[config.mk]
export PLATFORM = sky130hd
export DESIGN_NAME = instr_encoder
export DESIGN_NICKNAME = d
export VERILOG_FILES = /design/src/rtl/cpu_isa_pkg.sv /design/src/rtl/instr_fifo.sv /design/src/rtl/instr_encoder.sv
export SDC_FILE = /design/constraint.sdc
export NUM_CORES = 1
export LEC_CHECK = 0
export CAP_MARGIN = 10
export CORE_ASPECT_RATIO = 0.9
export CORE_MARGIN = 2
export CORE_UTILIZATION = 58
export CTS_BUF_LIST = sky130_fd_sc_hd__clkbuf_2 sky130_fd_sc_hd__clkbuf_4 sky130_fd_sc_hd__clkbuf_8
export CTS_CLUSTER_SIZE = 8
export DETAILED_ROUTE_END_ITERATION = 8
export HOLD_SLACK_MARGIN = 0.15
export PLACE_DENSITY = 0.88
export SLEW_MARGIN = 40
export SYNTH_ARGS = -nofsm -noshare
export SYNTH_HDL_FRONTEND = slang
export SYNTH_SLANG_ARGS = --single-unit
[constraint.sdc]
create_clock -name clk -period 6.1 [get_ports clk]
set_clock_uncertainty 0.15 [all_clocks]
set_input_delay 0.915 -clock clk [delete_from_list [all_inputs] [get_ports clk]]
set_output_delay 0.915 -clock clk [all_outputs]
set_load 0.02 [all_outputs]
[src/rtl/cpu_isa_pkg.sv]
// rtl/cpu_isa_pkg.sv - instruction field widths, positions and word encoder shared with the CPU decoder
package cpu_isa_pkg;
   localparam int OPCODE_W   = 3;
   localparam int RD_W       = 2;
   localparam int SRC_W      = 3;
   localparam int INSTR_W    = 8;
   localparam int OPCODE_LSB = 5;
   localparam int RD_LSB     = 3;
   localparam int SRC_LSB    = 0;
   localparam int IMM_MAX    = 7;

   typedef enum logic [1:0] {
      ST_IDLE  = 2'd0,
      ST_WRITE = 2'd1,
      ST_FULL  = 2'd2
   } wr_state_t;

   function automatic logic [INSTR_W-1:0] encode_instr(
      input logic [OPCODE_W-1:0] opcode,
      input logic [RD_W-1:0]     rd,
      input logic [SRC_W-1:0]    field
   );
      logic [INSTR_W-1:0] word;
      word = '0;
      word[OPCODE_LSB +: OPCODE_W] = opcode;
      word[RD_LSB +: RD_W]         = rd;
      word[SRC_LSB +: SRC_W]       = field;
      return word;
   endfunction
endpackage

[src/rtl/instr_fifo.sv]
// rtl/instr_fifo.sv - synchronous FIFO with push/pop/count and a synchronous flush
module instr_fifo #(
   parameter int WIDTH = 8,
   parameter int DEPTH = 4
) (
   input  logic                       clk,
   input  logic                       rst_n,
   input  logic                       clear,
   input  logic                       push,
   input  logic                       pop,
   input  logic [WIDTH-1:0]           wdata,
   output logic [WIDTH-1:0]           rdata,
   output logic [$clog2(DEPTH):0]     count
);
   localparam int PTR_W = $clog2(DEPTH);

   logic [WIDTH-1:0] mem [DEPTH];
   logic [PTR_W-1:0] rd_ptr;
   logic [PTR_W-1:0] wr_ptr;
   logic             do_push;
   logic             do_pop;

   // a push into a full FIFO is only taken when the head leaves in the same cycle
   assign do_pop  = pop && (count != '0);
   assign do_push = push && ((count < (PTR_W+1)'(DEPTH)) || do_pop);
   assign rdata   = mem[rd_ptr];

   always_ff @(posedge clk) begin
      if (do_push && !clear) begin
         mem[wr_ptr] <= wdata;
      end
   end

   always_ff @(posedge clk or negedge rst_n) begin
      if (!rst_n) begin
         rd_ptr <= '0;
         wr_ptr <= '0;
         count  <= '0;
      end else if (clear) begin
         rd_ptr <= '0;
         wr_ptr <= '0;
         count  <= '0;
      end else begin
         if (do_push) wr_ptr <= wr_ptr + PTR_W'(1);
         if (do_pop)  rd_ptr <= rd_ptr + PTR_W'(1);
         case ({do_push, do_pop})
            2'b10:   count <= count + (PTR_W+1)'(1);
            2'b01:   count <= count - (PTR_W+1)'(1);
            default: count <= count;
         endcase
      end
   end
endmodule

[src/rtl/instr_encoder.sv]
// rtl/instr_encoder.sv - encodes instruction field tuples and streams them into instruction memory from address 0
module instr_encoder
   import cpu_isa_pkg::*;
#(
   parameter int ADDR_W     = 4,
   parameter int FIFO_DEPTH = 4
) (
   input  logic                  clk,
   input  logic                  rst_n,
   input  logic                  clear,
   input  logic                  in_valid,
   output logic                  in_ready,
   input  logic [OPCODE_W-1:0]   in_opcode,
   input  logic [RD_W-1:0]       in_rd,
   input  logic [SRC_W-1:0]      in_src,
   input  logic [7:0]            in_imm,
   input  logic                  in_use_imm,
   output logic                  mem_we,
   input  logic                  mem_ready,
   output logic [ADDR_W-1:0]     mem_addr,
   output logic [INSTR_W-1:0]    mem_wdata,
   output logic [ADDR_W:0]       wr_count,
   output logic                  prog_full,
   output logic                  err_imm
);
   localparam int CNT_W = $clog2(FIFO_DEPTH) + 1;
   localparam int SUM_W = (ADDR_W + 2 > CNT_W + 1) ? ADDR_W + 2 : CNT_W + 1;
   localparam logic [SUM_W-1:0]  CAPACITY = SUM_W'(1) << ADDR_W;
   localparam logic [ADDR_W:0]   LAST_IDX = (ADDR_W+1)'((1 << ADDR_W) - 1);

   wr_state_t            state;
   wr_state_t            next_state;
   logic [CNT_W-1:0]     fifo_count;
   logic [INSTR_W-1:0]   fifo_head;
   logic [INSTR_W-1:0]   word;
   logic [SUM_W-1:0]     committed;
   logic                 accept;
   logic                 imm_bad;
   logic                 push;
   logic                 pop;

   // words already written plus words still buffered must never exceed memory capacity
   assign committed = SUM_W'(wr_count) + SUM_W'(fifo_count);
   assign in_ready  = !clear && (fifo_count < CNT_W'(FIFO_DEPTH)) && (committed < CAPACITY);
   assign accept    = in_valid && in_ready;
   assign imm_bad   = in_use_imm && (in_imm > 8'(IMM_MAX));
   assign push      = accept && !imm_bad;
   assign pop       = mem_we && mem_ready && !clear;
   assign word      = encode_instr(in_opcode, in_rd, in_use_imm ? in_imm[SRC_W-1:0] : in_src);
   assign mem_addr  = wr_count[ADDR_W-1:0];
   assign mem_wdata = mem_we ? fifo_head : '0;

   instr_fifo #(.WIDTH(INSTR_W), .DEPTH(FIFO_DEPTH)) u_fifo (
      .clk   (clk),
      .rst_n (rst_n),
      .clear (clear),
      .push  (push),
      .pop   (pop),
      .wdata (word),
      .rdata (fifo_head),
      .count (fifo_count)
   );

   always_ff @(posedge clk or negedge rst_n) begin
      if (!rst_n) state <= ST_IDLE;
      else        state <= next_state;
   end

   always_comb begin
      next_state = state;
      if (clear) begin
         next_state = ST_IDLE;
      end else begin
         case (state)
            ST_IDLE:  if (push || fifo_count != '0) next_state = ST_WRITE;
            ST_WRITE: begin
               if (pop && wr_count == LAST_IDX)                       next_state = ST_FULL;
               else if (pop && fifo_count == CNT_W'(1) && !push)      next_state = ST_IDLE;
            end
            ST_FULL:  next_state = ST_FULL;
            default:  next_state = ST_IDLE;
         endcase
      end
   end

   always_comb begin
      mem_we    = (state == ST_WRITE);
      prog_full = (state == ST_FULL);
   end

   always_ff @(posedge clk or negedge rst_n) begin
      if (!rst_n) begin
         wr_count <= '0;
         err_imm  <= 1'b0;
      end else if (clear) begin
         wr_count <= '0;
         err_imm  <= 1'b0;
      end else begin
         if (pop)               wr_count <= wr_count + (ADDR_W+1)'(1);
         if (accept && imm_bad) err_imm  <= 1'b1;
      end
   end
endmodule

==> results of run 1 <==
power groups by stage:
stage	Combinational [mW]	Sequential [mW]	Clock, mW
6_report	0.0965	0.360	0.188
3_3_place_gp	0.0932	0.366	0
5_1_grt	0.105	0.362	0.207
2_1_floorplan	0.0532	0.366	0
4_1_cts	0.0980	0.360	0.194
3_5_place_dp	0.0975	0.367	0
metal layers:
metal	wire length, µm	share of wire	track usage	vias up
li1	-	-	-	646
met1	1720	0.42	0.254	672
met2	2150	0.52	0.350	35
met3	190	0.046	0.0532	7
met4	76	0.018	0.0809	0
met5	0	0	0	-
through the flow:
stage | hold slack [ns] | util | setup slack (ns) | cells
6_report | 0.357 | 0.742 | 2.21 | 243
5_1_grt | 0.409 | 0.742 | 2.06 | 243
4_1_cts | 0.363 | 0.742 | 2.20 | 243
3_5_place_dp | 0.341 | 0.717 | 2.21 | 235
3_3_place_gp | 0.343 | 0.717 | 2.30 | 235
2_1_floorplan | 0.373 | - | 3.30 | 157
path summary, 6_finish.rpt:
path | from | slack [ns] | end
min | err_imm$_DFFE_PN0P_ | 0.36 | err_imm$_DFFE_PN0P_
max in group asynchronous | rst_n | 4.48 | wr_count[0]$_DFFE_PN0P_
max reg2reg | wr_count[2]$_DFFE_PN0P_ | 3.41 | u_fifo.mem[0][2]$_DFFE_PP_
min reg2reg | err_imm$_DFFE_PN0P_ | 0.36 | err_imm$_DFFE_PN0P_
min in group asynchronous | rst_n | 0.88 | state[1]$_DFFE_PN0P_
max | clear | 2.21 | in_ready
state kept, by name, summed over array words and instances, names as in the netlist:
register and cells:
u_fifo.mem 32, wr_count 5, u_fifo.count 3, state 2, u_fifo.rd_ptr 2, u_fifo.wr_ptr 2, err_imm 1
cells in the final DEF (no fill, tap or decap), types with 2 or more instances in the layout:
cell type	synthesis	routed
edfxtp_1	32	32
clkinv_4	0	2
xnor2_1	3	3
a211oi_1	2	2
nor2b_1	4	4
mux2_2	4	4
clkbuf_8	0	5
and2_1	13	13
nand2_1	6	6
inv_1	6	6
ha_1	12	12
mux4_2	8	8
nand4_1	2	2
a21oi_1	5	5
nor2_1	12	12
xor2_1	4	4
a31oi_1	2	2
clkdlybuf4s50_1	0	42
dfrtp_1	15	15
cell type report:
class                      count  area [µm²]
sequential                    47        1340
tap                           46        57.6
timing repair buffer          42         420
inverter                       6        22.5
clock buffer                   5        68.8
clock inverter                 3        25.0
multi-input combinational     94         818
fill                         233         956
cells by family (layout without fill, tap and decap cells):
kind of cell,after synthesis,after routing,share of synthesized area
flip-flops,47,47,0.596
buffers and inverters,16,56,0.0391
XOR/XNOR,7,7,0.0273
AND/OR/NAND/NOR,47,47,0.118
multiplexers,13,13,0.107
AO/OA/AOI/OAI,15,15,0.0452
adder cells (fa/ha/maj),12,12,0.0670
critical path, stage by stage:
cell	delay [ns]
clkdlybuf4s50_1	0.74
nor3_1	0.34
nor2b_1	0.19
clkdlybuf4s50_1	0.64
==> metrics.md, run 1 <==
| Metric | Value |
|---|---|
| Status | `completed` |
| Fin area | `0.00275 mm²` |
| Post-synth EDFFs | `32` |
| Post-synth top cells | `edfxtp_1 (32), dfrtp_1 (15), and2_1 (13), ha_1 (12), nor2_1 (12)` |
| Initial antenna violation count | `0` |
| DR DRC count | `0` |
| Overall routing resource usage | `0.206` |
| Post-CTS Setup Bufs | `0` |
| H-tree Lvls | `2` |
| LEAKAGE | `1.01 nW` |
| Initial core utilization | `0.605` |
| Placed Area | `0.00266 mm²` |
| Core region area | `0.00370 mm²` |
| Share of cells above drive strength 1 | `0.122` |
| Post-cts resize count | `0` |
| Largest area contributor in the netlist | `edfxtp_1` |
| Die Wd | `69.5 µm` |
| Critical Path Start Type | `input port` |
| DRT iter0 DRCs | `66` |
| Pwr/cell area | `235 mW/mm²` |
| Die Area | `0.00438 mm²` |
| FP Rows | `21` |
| Fin Setup TNS | `0 ns` |
| First-pass GRT wire length | `6.91 mm` |
| Worst rel slew slack | `0.535` |
| Max-Cap Viols | `0` |
| Largest net degree at the start of global routing | `19` |
| Tightest Pin Transition | `0.695 ns` |
| Height of the die | `63.0 µm` |
| Area contributors post-synth | `edfxtp_1 (43%), dfrtp_1 (17%), mux4_2 (8.0%), ha_1 (6.7%), and2_1 (3.6%)` |
| Switching Share | `0.252` |
| Combinational share of power | `0.150` |
| Total power | `645 µW` |
| Peak VDD IR | `171 µV` |
| Top cell type's share of synthesized area | `0.429` |
| Library cells used by synthesis | `38` |
| HP Class | `reg2reg` |
| Diode count | `0` |
| Sequential power share | `0.559` |
| Hold_buf cts | `0` |
| Sequential share of the synthesized area | `0.596` |
| Clk sink count | `47` |
| Vias in the first global route | `1,420` |
| Critical setup path kind | `in2out` |
| Total gr overflow | `0` |
| Dominant synthesized flop cell | `edfxtp_1` |
| Clock transition at path regs | `0.08 ns` |
| Post-DRT Antenna Nets | `0` |
| Pins Over Slew Limit | `0` |
| Final nets | `230` |
| Reg2reg path depth | `5` |
| Int Pwr | `482 µW` |
| Clock latency on the worst-skew pair | `0.30 ns` |
| Crit Path Max Fanout | `18` |
| DRT Pass-1 Iters | `4` |
| Drt wl/cell | `17.0 µm` |
| Crit path DAT | `2.83 ns` |
| Final hold violation count | `0` |
| Dpl hpwl | `3.03 mm` |
| Endpoints failing setup | `0` |
| Ports | `43` |
| Required @ worst endpoint | `5.03 ns` |
| Crit share post-route | `0.638` |
| CTS tree | `yes` |
| Syn Inst Count | `157` |
| Routability cong. | `0.817` |
| Vias | `1,360` |
| Most used standard cell by instance count after synthesis | `edfxtp_1` |
| Crit path capture type | `primary output` |
| Fmax | `0.257 GHz` |
| CTS buffer count | `5` |
| RSZ-0062 raised after global routing | `no` |
| Area Overhead vs Synth | `22.6%` |
| Clock period minus worst slack | `3.89 ns` |
| Post-synth ARST share | `0.319` |
| Syn avg cell area | `14.3 µm²` |
| Synth warnings | `0` |
| Net Switching | `163 µW` |
| I/O Buffers | `42` |
| Hold depth | `2` |
| Max Buffers Root-to-Sink | `2` |
| Seq cells post-synth | `47` |
| Synth Cell Area | `0.00224 mm²` |
| CTS root buf | `clkbuf_8` |
| Vias/cell | `5.60` |
| Clk network pwr share | `0.292` |
| Final wirelength | `4.14 mm` |
| Syn Nets | `191` |
Power figures use the tool's default switching activity.
==> run 2, diff against run 1 <==
Settings changed: CORE_UTILIZATION 58 to 53, PLACE_DENSITY 0.88 to 0.81.
Clock period 6.1 ns to 4 ns, I/O delays scaled along.
==> run 2 against run 1 <==
  * Total power increased by 56%
  * Count of clock-buffer cells in the layout increased by 3
  * Final cell count increased by 1.2%
  * Combinational power increased by 56%
  * Core utilization decreased by 6.2 points
  * Hold slack about the same
  * Die area increased by 8.8%
  * Critical endpoint unchanged
  * Largest cell class unchanged
  * Largest power group unchanged
==> metrics.md, run 2 (synthesis results as in run 1) <==
| Metric | Value |
|---|---|
| Area of the multi-input gates | `818 µm²` |
| Final nets | `231` |
| Max reg flops | `32` |
| Dpl ws | `0.739 ns` |
| Clock latency on the worst-skew pair | `0.28 ns` |
| Top cell family by delay on the critical path | `buffers and inverters` |
| Required @ worst endpoint | `3.25 ns` |
| Height of the die | `65.7 µm` |
| Reg2reg end | `u_fifo.mem[1][7]$_DFFE_PP_` |
| CTS root buf | `clkbuf_8` |
| Crit-path cells | `ha_1 > nand4_1 > a21boi_0 > nor2b_1 > clkdlybuf4s50_1` |
| Status | `completed` |
| I/O Buffers | `42` |
| Register area | `0.00134 mm²` |
| M1 WL | `2.17 mm` |
| Reg2reg path depth | `5` |
| DR top layer | `met4` |
| Vias in the first global route | `1,360` |
| Fin area | `0.00277 mm²` |
| Largest regs | `u_fifo.mem: 32 flops, wr_count: 5 flops, u_fifo.count: 3 flops` |
| Overall routing resource usage | `0.199` |
| Core region area | `0.00407 mm²` |
| Initial core utilization | `0.550` |
| Crit path to | `in_ready` |
| Hold_buf cts | `0` |
| RSZ-0062 raised after global routing | `no` |
| Total gr overflow | `0` |
| Placed Area | `0.00267 mm²` |
| Critical setup path kind | `reg2out` |
| Crit path DAT | `2.30 ns` |
| Share of cells above drive strength 1 | `0.126` |
| Area Overhead vs Synth | `23.5%` |
| CP max-delay cell | `clkdlybuf4s50_1` |
| Crit share post-route | `0.763` |
| Dpl hpwl | `3.30 mm` |
| Clk sink count | `47` |
| Vias | `1,358` |
| Max incr delay on CP | `0.56 ns` |
| Initial antenna violation count | `0` |
| Fill cells | `274` |
| Fmax | `0.328 GHz` |
| Diode count | `0` |
| Fin Setup TNS | `0 ns` |
| Top reg by flops | `u_fifo.mem` |
| Die Wd | `72.6 µm` |
| Pins Over Slew Limit | `0` |
| Met3 WL | `241 µm` |
| Final wirelength | `4.31 mm` |
| Routability cong. | `0.836` |
| RR Startpoint | `wr_count[2]$_DFFE_PN0P_` |
| Max-Cap Viols | `0` |
| Endpoints failing setup | `0` |
| Clock period minus worst slack | `3.05 ns` |
| Drt wl/cell | `17.5 µm` |
| Tightest Pin Transition | `0.708 ns` |
| R2R Setup Slk | `1.33 ns` |
| FP Rows | `22` |
| Final hold violation count | `0` |
| Ports | `43` |
| WP depth | `5` |
| Pwr/cell area | `363 mW/mm²` |
| Commonest non-fill, non-tap cell in the layout | `clkdlybuf4s50_1` |
| Vias/cell | `5.52` |
| DRT iter0 DRCs | `102` |
| DRT Pass-1 Iters | `4` |
| Total power | `1.01 mW` |
| LEAKAGE | `1.02 nW` |
| Post-DRT Antenna Nets | `0` |
| Post-CTS Setup Bufs | `0` |
| Setup WS post-layout | `0.948 ns` |
| Post-cts resize count | `0` |
| H-tree Lvls | `2` |
| Max Buffers Root-to-Sink | `2` |
| Hold depth | `2` |
| DR DRC count | `0` |
| Commonest non-fill, non-tap cells in the layout | `clkdlybuf4s50_1 (42), edfxtp_1 (32), dfrtp_1 (15), and2_1 (13)` |
| Peak VDD IR | `269 µV` |
| Met2 wire len | `1.87 mm` |
| Crit Path Max Fanout | `6` |
| Clock transition at path regs | `0.08 ns` |
| Critical path buffers and inverters | `1` |
| WHS | `0.357 ns` |
| CP Launch Point | `wr_count[2]$_DFFE_PN0P_` |
| HP Class | `reg2reg` |
| CTS buffer count | `5` |
| Critical Path Start Type | `register` |
| Largest net degree at the start of global routing | `18` |
| CTS tree | `yes` |
| Die Area | `0.00477 mm²` |
| Crit path capture type | `primary output` |
| First-pass GRT wire length | `6.98 mm` |
| Worst rel slew slack | `0.528` |
[run 2: cell type report]
class,instances,area share
Tap cell,48,0.0217
Timing Repair Buffer,43,0.155
Clock buffer,8,0.0375
Inverter,6,0.00813
Sequential cell,47,0.483
Multi-Input combinational cell,94,0.296
[run 2: through the flow]
stage               instances   util
floorplan                 157      -
global placement          238  0.654
detailed placement        238  0.654
CTS                       246  0.680
global route              246  0.680
finish                    246  0.680
[run 2: worst min path at each step]
stage / slack [ns] / start / end
global placement: 0.33 / err_imm$_DFFE_PN0P_ / err_imm$_DFFE_PN0P_
floorplan: 0.15 / rst_n / err_imm$_DFFE_PN0P_
global route: 0.37 / err_imm$_DFFE_PN0P_ / err_imm$_DFFE_PN0P_
detailed placement: 0.34 / err_imm$_DFFE_PN0P_ / err_imm$_DFFE_PN0P_
CTS: 0.36 / err_imm$_DFFE_PN0P_ / err_imm$_DFFE_PN0P_
finish: 0.36 / err_imm$_DFFE_PN0P_ / err_imm$_DFFE_PN0P_
[run 2: worst register-to-register path: stages, from the launching register on]
cell and delay (ns):
dfrtp_1 0.46, ha_1 0.34, a21oi_1 0.14, a21boi_0 0.21
nor3_4 0.57, and2_1 0.46
[run 2: power by group]
part / internal, mW / total, mW / leakage (nW) / switching (mW)
logic: 0.0763 / 0.151 / 0.472 / 0.0744
registers: 0.535 / 0.549 / 0.495 / 0.0141
clock network: 0.164 / 0.306 / 0.0549 / 0.141
[run 2: routing by layer]
metal	global-route usage	vias up
met3	0.0429	2
met2	0.270	36
met1	0.321	675
met5	0	-
met4	0.0556	0
li1	-	645
